**config.mk**
```make
export PLATFORM = sky130hd
export DESIGN_NAME = add_nbit_seq
export DESIGN_NICKNAME = d
export VERILOG_FILES = /design/src/rtl/add_nbit_seq_pkg.sv /design/src/rtl/add_1bit.sv /design/src/rtl/add_nbit_seq_chunk.sv /design/src/rtl/add_nbit_seq.sv
export SDC_FILE = /design/constraint.sdc
export NUM_CORES = 1
export LEC_CHECK = 0
export ABC_AREA = 0
export CAP_MARGIN = 30
export CORE_MARGIN = 4
export CORE_UTILIZATION = 47
export CTS_CLUSTER_DIAMETER = 30
export DETAILED_ROUTE_END_ITERATION = 10
export PLACE_DENSITY_LB_ADDON = 0.12
export SLEW_MARGIN = 40
export SYNTH_ARGS = -nofsm -noshare
export SYNTH_HDL_FRONTEND = slang
export SYNTH_SLANG_ARGS = --single-unit
```
**constraint.sdc**
```tcl
create_clock -name clock -period 2.7 [get_ports clock]
set_input_delay 0.54 -clock clock [delete_from_list [all_inputs] [get_ports clock]]
set_output_delay 0.54 -clock clock [all_outputs]
set_load 0.01 [all_outputs]
```
**src/rtl/add_nbit_seq_pkg.sv**
```systemverilog
// Shared definitions for the multi-cycle adder: FSM encoding and helpers that
// derive the chunk count and counter width from WIDTH and CHUNK.
package add_nbit_seq_pkg;

    typedef enum logic {
        IDLE = 1'b0,
        RUN  = 1'b1
    } state_t;

    function automatic int calc_n(input int width, input int chunk);
        return width / chunk;
    endfunction

    // A single-chunk configuration still needs a one-bit counter.
    function automatic int calc_cnt_w(input int width, input int chunk);
        int n;
        n = width / chunk;
        return (n <= 1) ? 1 : $clog2(n);
    endfunction

endpackage

```
**src/rtl/add_1bit.sv**
```systemverilog
// Single-bit full adder cell, reused as the building block of add_chunk.
module add_1bit (
    input  logic a,
    input  logic b,
    input  logic cin,
    output logic sum,
    output logic cout
);

    assign sum  = a ^ b ^ cin;
    assign cout = (a & b) | (a & cin) | (b & cin);

endmodule

```
**src/rtl/add_nbit_seq_chunk.sv**
```systemverilog
// Combinational CHUNK-bit ripple adder built from add_1bit cells; also exposes
// the carry into its top bit so the caller can form signed overflow.
module add_chunk #(
    parameter int CHUNK = 2
) (
    input  logic [CHUNK-1:0] a,
    input  logic [CHUNK-1:0] b,
    input  logic             cin,
    output logic [CHUNK-1:0] sum,
    output logic             cout,
    output logic             c_msb
);

    logic [CHUNK:0] carry;

    assign carry[0] = cin;

    for (genvar i = 0; i < CHUNK; i++) begin : g_bit
        add_1bit u_bit (
            .a    (a[i]),
            .b    (b[i]),
            .cin  (carry[i]),
            .sum  (sum[i]),
            .cout (carry[i+1])
        );
    end

    assign cout  = carry[CHUNK];
    assign c_msb = carry[CHUNK-1];

endmodule

```
**src/rtl/add_nbit_seq.sv**
```systemverilog
// Multi-cycle adder/subtractor: processes CHUNK bits per clock through a carry
// register and publishes sum/cout/ovf only when the whole word is finished.
module add_nbit_seq
    import add_nbit_seq_pkg::*;
#(
    parameter int WIDTH = 8,
    parameter int CHUNK = 2
) (
    input  logic             clock,
    input  logic             reset,
    input  logic             start,
    input  logic             sub,
    input  logic [WIDTH-1:0] a,
    input  logic [WIDTH-1:0] b,
    input  logic             cin,
    output logic             busy,
    output logic             done,
    output logic [WIDTH-1:0] sum,
    output logic             cout,
    output logic             ovf
);

    localparam int N  = calc_n(WIDTH, CHUNK);
    localparam int CW = calc_cnt_w(WIDTH, CHUNK);

    if (WIDTH < 2 || CHUNK < 1 || (WIDTH % CHUNK) != 0) begin : g_param_check
        $error("add_nbit_seq: WIDTH must be >= 2 and divisible by CHUNK");
    end

    state_t           state;
    state_t           state_next;
    logic [CW-1:0]    cnt;
    logic             carry;
    logic [WIDTH-1:0] op_a;
    logic [WIDTH-1:0] op_b;
    logic [WIDTH-1:0] work;
    logic [WIDTH-1:0] work_next;
    logic [31:0]      idx;
    logic [CHUNK-1:0] ch_a;
    logic [CHUNK-1:0] ch_b;
    logic [CHUNK-1:0] ch_sum;
    logic             ch_cout;
    logic             ch_msb;
    logic             last;

    assign idx  = 32'(cnt) * 32'(CHUNK);
    assign ch_a = op_a[idx +: CHUNK];
    assign ch_b = op_b[idx +: CHUNK];
    assign last = (cnt == CW'(N - 1));
    assign busy = (state == RUN);

    add_chunk #(.CHUNK(CHUNK)) u_chunk (
        .a     (ch_a),
        .b     (ch_b),
        .cin   (carry),
        .sum   (ch_sum),
        .cout  (ch_cout),
        .c_msb (ch_msb)
    );

    always_ff @(posedge clock or posedge reset) begin
        if (reset) state <= IDLE;
        else       state <= state_next;
    end

    always_comb begin
        state_next = state;
        case (state)
            IDLE:    if (start) state_next = RUN;
            RUN:     if (last)  state_next = IDLE;
            default: state_next = IDLE;
        endcase
    end

    always_comb begin
        work_next = work;
        work_next[idx +: CHUNK] = ch_sum;
    end

    // On the final chunk the carry out of the chunk adder is the word's carry
    // out, and its c_msb is the carry into the word's MSB.
    always_ff @(posedge clock or posedge reset) begin
        if (reset) begin
            cnt   <= '0;
            carry <= 1'b0;
            op_a  <= '0;
            op_b  <= '0;
            work  <= '0;
            sum   <= '0;
            cout  <= 1'b0;
            ovf   <= 1'b0;
            done  <= 1'b0;
        end else begin
            done <= 1'b0;
            case (state)
                IDLE: begin
                    if (start) begin
                        op_a  <= a;
                        op_b  <= sub ? ~b : b;
                        carry <= sub ? 1'b1 : cin;
                        cnt   <= '0;
                    end
                end
                RUN: begin
                    work  <= work_next;
                    carry <= ch_cout;
                    cnt   <= cnt + CW'(1);
                    if (last) begin
                        cnt  <= '0;
                        sum  <= work_next;
                        cout <= ch_cout;
                        ovf  <= ch_cout ^ ch_msb;
                        done <= 1'b1;
                    end
                end
                default: ;
            endcase
        end
    end

endmodule

```
# --- Word level (Yosys, flattened, before mapping) ---
# Cells that the tools add are included.
word_totals:
  ff_bits: 39
  latch_bits: 0
  ram_bits: 0
  rom_bits: 0
  in_bits: 21
  output_inout_bits: 12
  wordCells: 50
  memories: 0
classes:
  n_addsub: 2
  mul: 0
  div: 0
  magnitude_cmp: 0
  n_eq_ne: 2
  shifts: 4
  muxes: 13
  bitwise: 17
  reduce_logical: 2
op_table:
  columns: ["operator", "n"]
  rows:
  - ["3-bit negation with 34-bit output", 1]
  - ["2-bit by 34-bit variable shift with 8-bit output, first input constant", 1]
  - ["2-bit by 34-bit variable part select with 8-bit output", 1]
  - ["8-bit by 4-bit variable part select with 2-bit output", 2]
  - ["8-bit bitwise mux", 1]
  - ["8-bit two-way mux", 1]
  - ["8-bit inverter", 1]
  - ["1-bit bitwise AND", 6]
  - ["1-bit two-way mux", 6]
  - ["1-bit bitwise XOR", 5]
  - ["2-bit two-way mux", 2]
  - ["1-bit bitwise OR", 4]
  - ["1-bit one-hot mux with 2 select lines", 2]
  - ["2-bit one-hot mux with 2 select lines", 1]
  - ["2-bit AND reduction", 2]
  - ["2-bit by 1-bit adder with 2-bit output, second input constant", 1]
  - ["2-bit equality test, second input constant", 1]
  - ["2-bit != test, second input constant", 1]
  - ["1-bit inverter", 1]

# --- Depth between registers and ports, before layout ---
logic_depth:
  ltp_word: 8
  mapped_depth: 7
  ltp_nobuf: 6

# --- Cells and area by module ---
# From an unflattened synthesis, not the netlist that was laid out.
unflattened:
  hier_cells: 156
  hier_area_um2: 1795.5
modules_own_cells:
  columns: ["module", "instances", "cells_each", "area_each_um2", "seq_area_each_um2"]
  rows:
  - ["add_nbit_seq", 1, 154, 1755.4, 925.9]
  - ["add_1bit", 2, 1, 20.0, 0.0]

# --- Least setup slack after synthesis ---
# Ideal clock, no wire load.
synth_timing:
  path_kind: "register to register"
  start: "register cnt[0]"
  end: "register work[7]"
  setup_ps: 125
  arrival_ps: 2553
  t_required_ps: 2575
  path_slack_ps: 22
  stages_incl_launch_ff: 7
  n_path_buf: 1
  period_less_slack_ps: 2678
  cell_sequence: "dfrtp_1 > buf_4 > mux4_2 > fa_1 > fa_1 > and4bb_2 > mux2_2"
synth_via:
  elab_chain_cells: 7
  word_cells_on_any_way: 15
  cone_classes: "add/sub: 1; shift: 4; mux: 1; bitwise: 9"
synth_lines:
  columns: ["item", "line_no", "text"]
  rows:
  - ["from (decl)", "add_nbit_seq.sv:32", "logic [CW-1:0] cnt;"]
  - ["from (signal assigned)", "add_nbit_seq.sv:107", "cnt <= cnt + CW'(1);"]
  - ["8-bit by 4-bit variable part select with 2-bit output, on equally long branches", "add_nbit_seq.sv:47, add_nbit_seq.sv:48", null]
  - ["1-bit bitwise AND", "add_1bit.sv:11", "assign cout = (a & b) | (a & cin) | (b & cin);"]
  - ["1-bit bitwise OR (2 in a row)", "add_1bit.sv:11", null]
  - ["1-bit bitwise XOR", "add_1bit.sv:10", "assign sum = a ^ b ^ cin;"]
  - ["2-bit by 34-bit variable part select with 8-bit output", "add_nbit_seq.sv:77", "work_next[idx +: CHUNK] = ch_sum;"]
  - ["8-bit bitwise mux *", "add_nbit_seq.sv:77", null]
  - ["to (signal assigned)", "add_nbit_seq.sv:105", "work <= work_next;"]
  - ["to (decl)", "add_nbit_seq.sv:36", "logic [WIDTH-1:0] work;"]
# Mark *: on every way between the ends. The rest lies on a longest branch, timed or not.
# A chain may end at the register's enable or synchronous reset.

# --- Worst setup path in the final report ---
# Same ends and word-level chain as after synthesis.

==> summary.md <==
| Metric | Value |
|---|---|
| Maximum clock rate | 399.4 MHz |
| Tot GR Track Use | 16.33% |
| VDD IR max | 0.0005412 V |
| Endpoints failing hold | 0 |
| Drt total wl | 3777 um |
| Synth Warn # | 0 |
| Drt via density | 5.371 |
| Worst Path Buf+Inv | 0 |
| Clk_skew | 0.007796 ns |
| Launching element type of the critical path | flip-flop |
| Vias in the first global route | 1368 |
| Post-DP HPWL | 2852 um |
| Mean Syn Cell Area | 11.85 sq um |
| Worst path max stage delay | 0.54 ns |
| Layout fillers | 304 |
| Worst-case clock buffer depth | 2 |
| Clock Pin Slew Worst Setup and Hold Paths | 0.07 ns |
| Delay-heaviest family, CP | adder cells |
| Synth unique cells | 29 |
| Crit-path most repeated cell | fa_1 |
| Mapped Nets | 191 |
| Pins Over Slew Limit | 0 |
| Number of CTS-inserted buffers | 5 |
| Share of cells above drive strength 1 | 16.50% |
| Die Y | 71.91 um |
| Clk_lat worst skew | 0.29 ns |
| Post-synthesis cell count | 162 |
| Slew margin rel. | 67.18% |
| Wirelength per Cell | 15.23 um |
| Die ar. | 0.005170 sq mm |
| GRT overflow | 0 |
| Initial Util | 50.53% |
| Status | finished clean |
| RSZ-0062 raised after global routing | false |
| Minimum clock period | 2.504 ns |
| Final period utilization | 92.73% |
| IO buf count | 32 |
| RePlAce Congestion | 0.8222 |
| Antenna violations before repair | 0 |
| Cell depth of the worst setup path | 5 |
| CP max FO | 5 |
| Sequential area share after synthesis | 50.85% |
| Num rows | 22 |
| Largest net degree at the start of global routing | 40 |
| CTS tree | done |
| Final net count | 228 |
| CTS Sinks | 39 |
| Setup TNS | 0 ns |
| CP Capture Type | flip-flop |
| Final setup fails | 0 |
| DR DRC count | 0 |
| Ant. Diodes | 0 |
| CP arrival | 2.68 ns |
| Core area | 0.003799 sq mm |
| Routed Antenna Nets | 0 |
| Post-Syn Area | 0.001919 sq mm |
| Hold Path Class | reg -> reg |
| WHS Path Cells | 2 |
| CP cell instances | mux4_2 > fa_1 > fa_1 > and4bb_2 > mux2_2 |
| FF+latch count, synth | 39 |
| Crit-path slowest cell | mux4_2 |
| CP Data Required Time | 2.88 ns |
| Leak | 1.013 nW |
| Routed vias | 1332 |
| Slew @ Worst Pin | 0.4923 ns |
| Global-route wire length before repair | 6458 um |
| CTS HTree Levels | 2 |
| Critical path type | reg -> reg |
| Die Wd | 71.91 um |
| CTS Root Cell | clkbuf_8 |
| Total power | 2.966 mW |
| Pwr per Cell Area | 1250 mW/mm^2 |
| Synth-to-layout area growth | 23.60% |
| Post-CTS Setup Bufs | 0 |
| Maxcap violations | 0 |
| I/O pin cnt | 33 |
| DRT Pass-1 Iters | 4 |
| Reg2Reg Depth | 5 |
| Initial DRC count | 61 |
-- power breakdown --
part	internal (mW)	switching (mW)
clock	0.181	0.194
combinational	0.795	0.748
sequential	0.858	0.189
total	1.83	1.13
-- metrics by stage --
stage                     setup WS (ns)  instance area (sq um)  util [%]  hold slack, ns  cells
after floorplan                 0.02206                   1919         -          0.4446    162
after global placement           0.1575                   2290     60.28          0.4629    240
after detailed placement         0.1190                   2290     60.28          0.4710    240
after CTS                        0.1101                   2371     62.42          0.4882    248
after global routing            0.07437                   2372     62.45          0.5196    248
final                            0.1962                   2372     62.45          0.4833    248
-- per-layer routing --
metal  global-route usage [%]  up-vias  part of all wire [%]
li1                         -      640                     -
met1                    20.16      652                    40
met2                    26.84       32                    53
met3                    4.986        8                   5.2
met4                    6.472        0                   2.1
met5                        0        -                     0
-- cell usage after synthesis --
cell type	n	area (sq um)
mux2_4	3	45.04
nor3b_1	1	7.510
nand4_1	2	12.51
mux2i_1	2	20.02
o31ai_1	3	22.52
nor2_1	10	37.54
a21oi_1	11	55.05
nand3_1	2	10.01
nand2_1	16	60.06
a31oi_1	2	12.51
and2b_1	1	7.510
nor2b_1	4	25.02
or3_1	1	6.260
o21ai_0	11	55.05
and4bb_2	4	50.05
mux2_2	8	90.09
buf_2	4	20.02
dfrtp_1	39	975.9
nand2b_1	3	18.77
clkbuf_2	1	5.000
mux4_2	4	90.09
fa_1	2	40.04
a32o_1	4	40.04
buf_4	2	15.01
and2_1	1	6.260
ha_1	6	75.07
buf_6	2	22.52
xnor2_1	9	78.83
inv_1	4	15.01
-- kinds of logic after synthesis --
kind of cell / Yosys count / share of synthesized area [%]
simple gates: 45 / 12.58
flops: 39 / 50.85
compound gates: 31 / 9.648
mux: 17 / 12.78
buf+inv: 13 / 4.041
xor+xnor: 9 / 4.107
fa+ha+maj: 8 / 5.997
-- worst min-delay path: stages, from the launching register on --
cell,delay (ns)
dfrtp_1,0.34
nand2_1,0.05
o21ai_0,0.06
-- sequential cells by signal, summed over array words and instances (netlist names) --
signal	count
busy	1
op_a	8
done	1
ovf	1
work	8
cnt	2
op_b	8
cout	1
sum	8
carry	1
-- layout by cell type, fill, tap and decap left out, types with 4 or more instances in the layout --
cell / netlist / layout
xnor2_1: 9 / 9
nor2b_1: 4 / 4
nand2_1: 16 / 16
clkdlybuf4s50_1: 0 / 32
a21oi_1: 11 / 11
mux4_2: 4 / 4
o21ai_0: 11 / 11
and4bb_2: 4 / 4
nor2_1: 10 / 10
mux2_2: 8 / 8
ha_1: 6 / 6
inv_1: 4 / 4
a32o_1: 4 / 4
clkbuf_8: 0 / 5
dfrtp_1: 39 / 38
buf_4: 2 / 7
-- path summary, 6_finish.rpt --
check / startpoint / slack, ns / endpoint
max: cnt[0]$_DFFE_PP0P_ / 0.20 / work[7]$_DFFE_PP0P_
min: op_b[7]$_DFFE_PP0P_ / 0.48 / op_b[7]$_DFFE_PP0P_
max reg2reg: cnt[0]$_DFFE_PP0P_ / 0.20 / work[7]$_DFFE_PP0P_
min reg2reg: op_b[7]$_DFFE_PP0P_ / 0.48 / op_b[7]$_DFFE_PP0P_
max in group asynchronous: reset / 1.68 / cnt[0]$_DFFE_PP0P_
min in group asynchronous: reset / 0.66 / work[7]$_DFFE_PP0P_
-- cell type report --
| class | instances | area, sq um | area share, % |
|---|---|---|---|
| Clock buffer | 7 | 76.32 | 3.217 |
| Clock inverter | 1 | 5.005 | 0.2110 |
| Inverter | 4 | 15.01 | 0.6329 |
| Multi-Input combinational cell | 110 | 865.8 | 36.50 |
| Sequential cell | 39 | 977.2 | 41.19 |
| Tap cell | 48 | 60.06 | 2.532 |
| Timing Repair Buffer | 39 | 372.9 | 15.72 |
-- timing repair --
item | 4_1_cts | 5_1_grt
setup endpoints to repair | 0 | 3
gates resized for setup | 0 | 1
hold buffers | 0 | 0
Power figures use the tool's default switching activity.
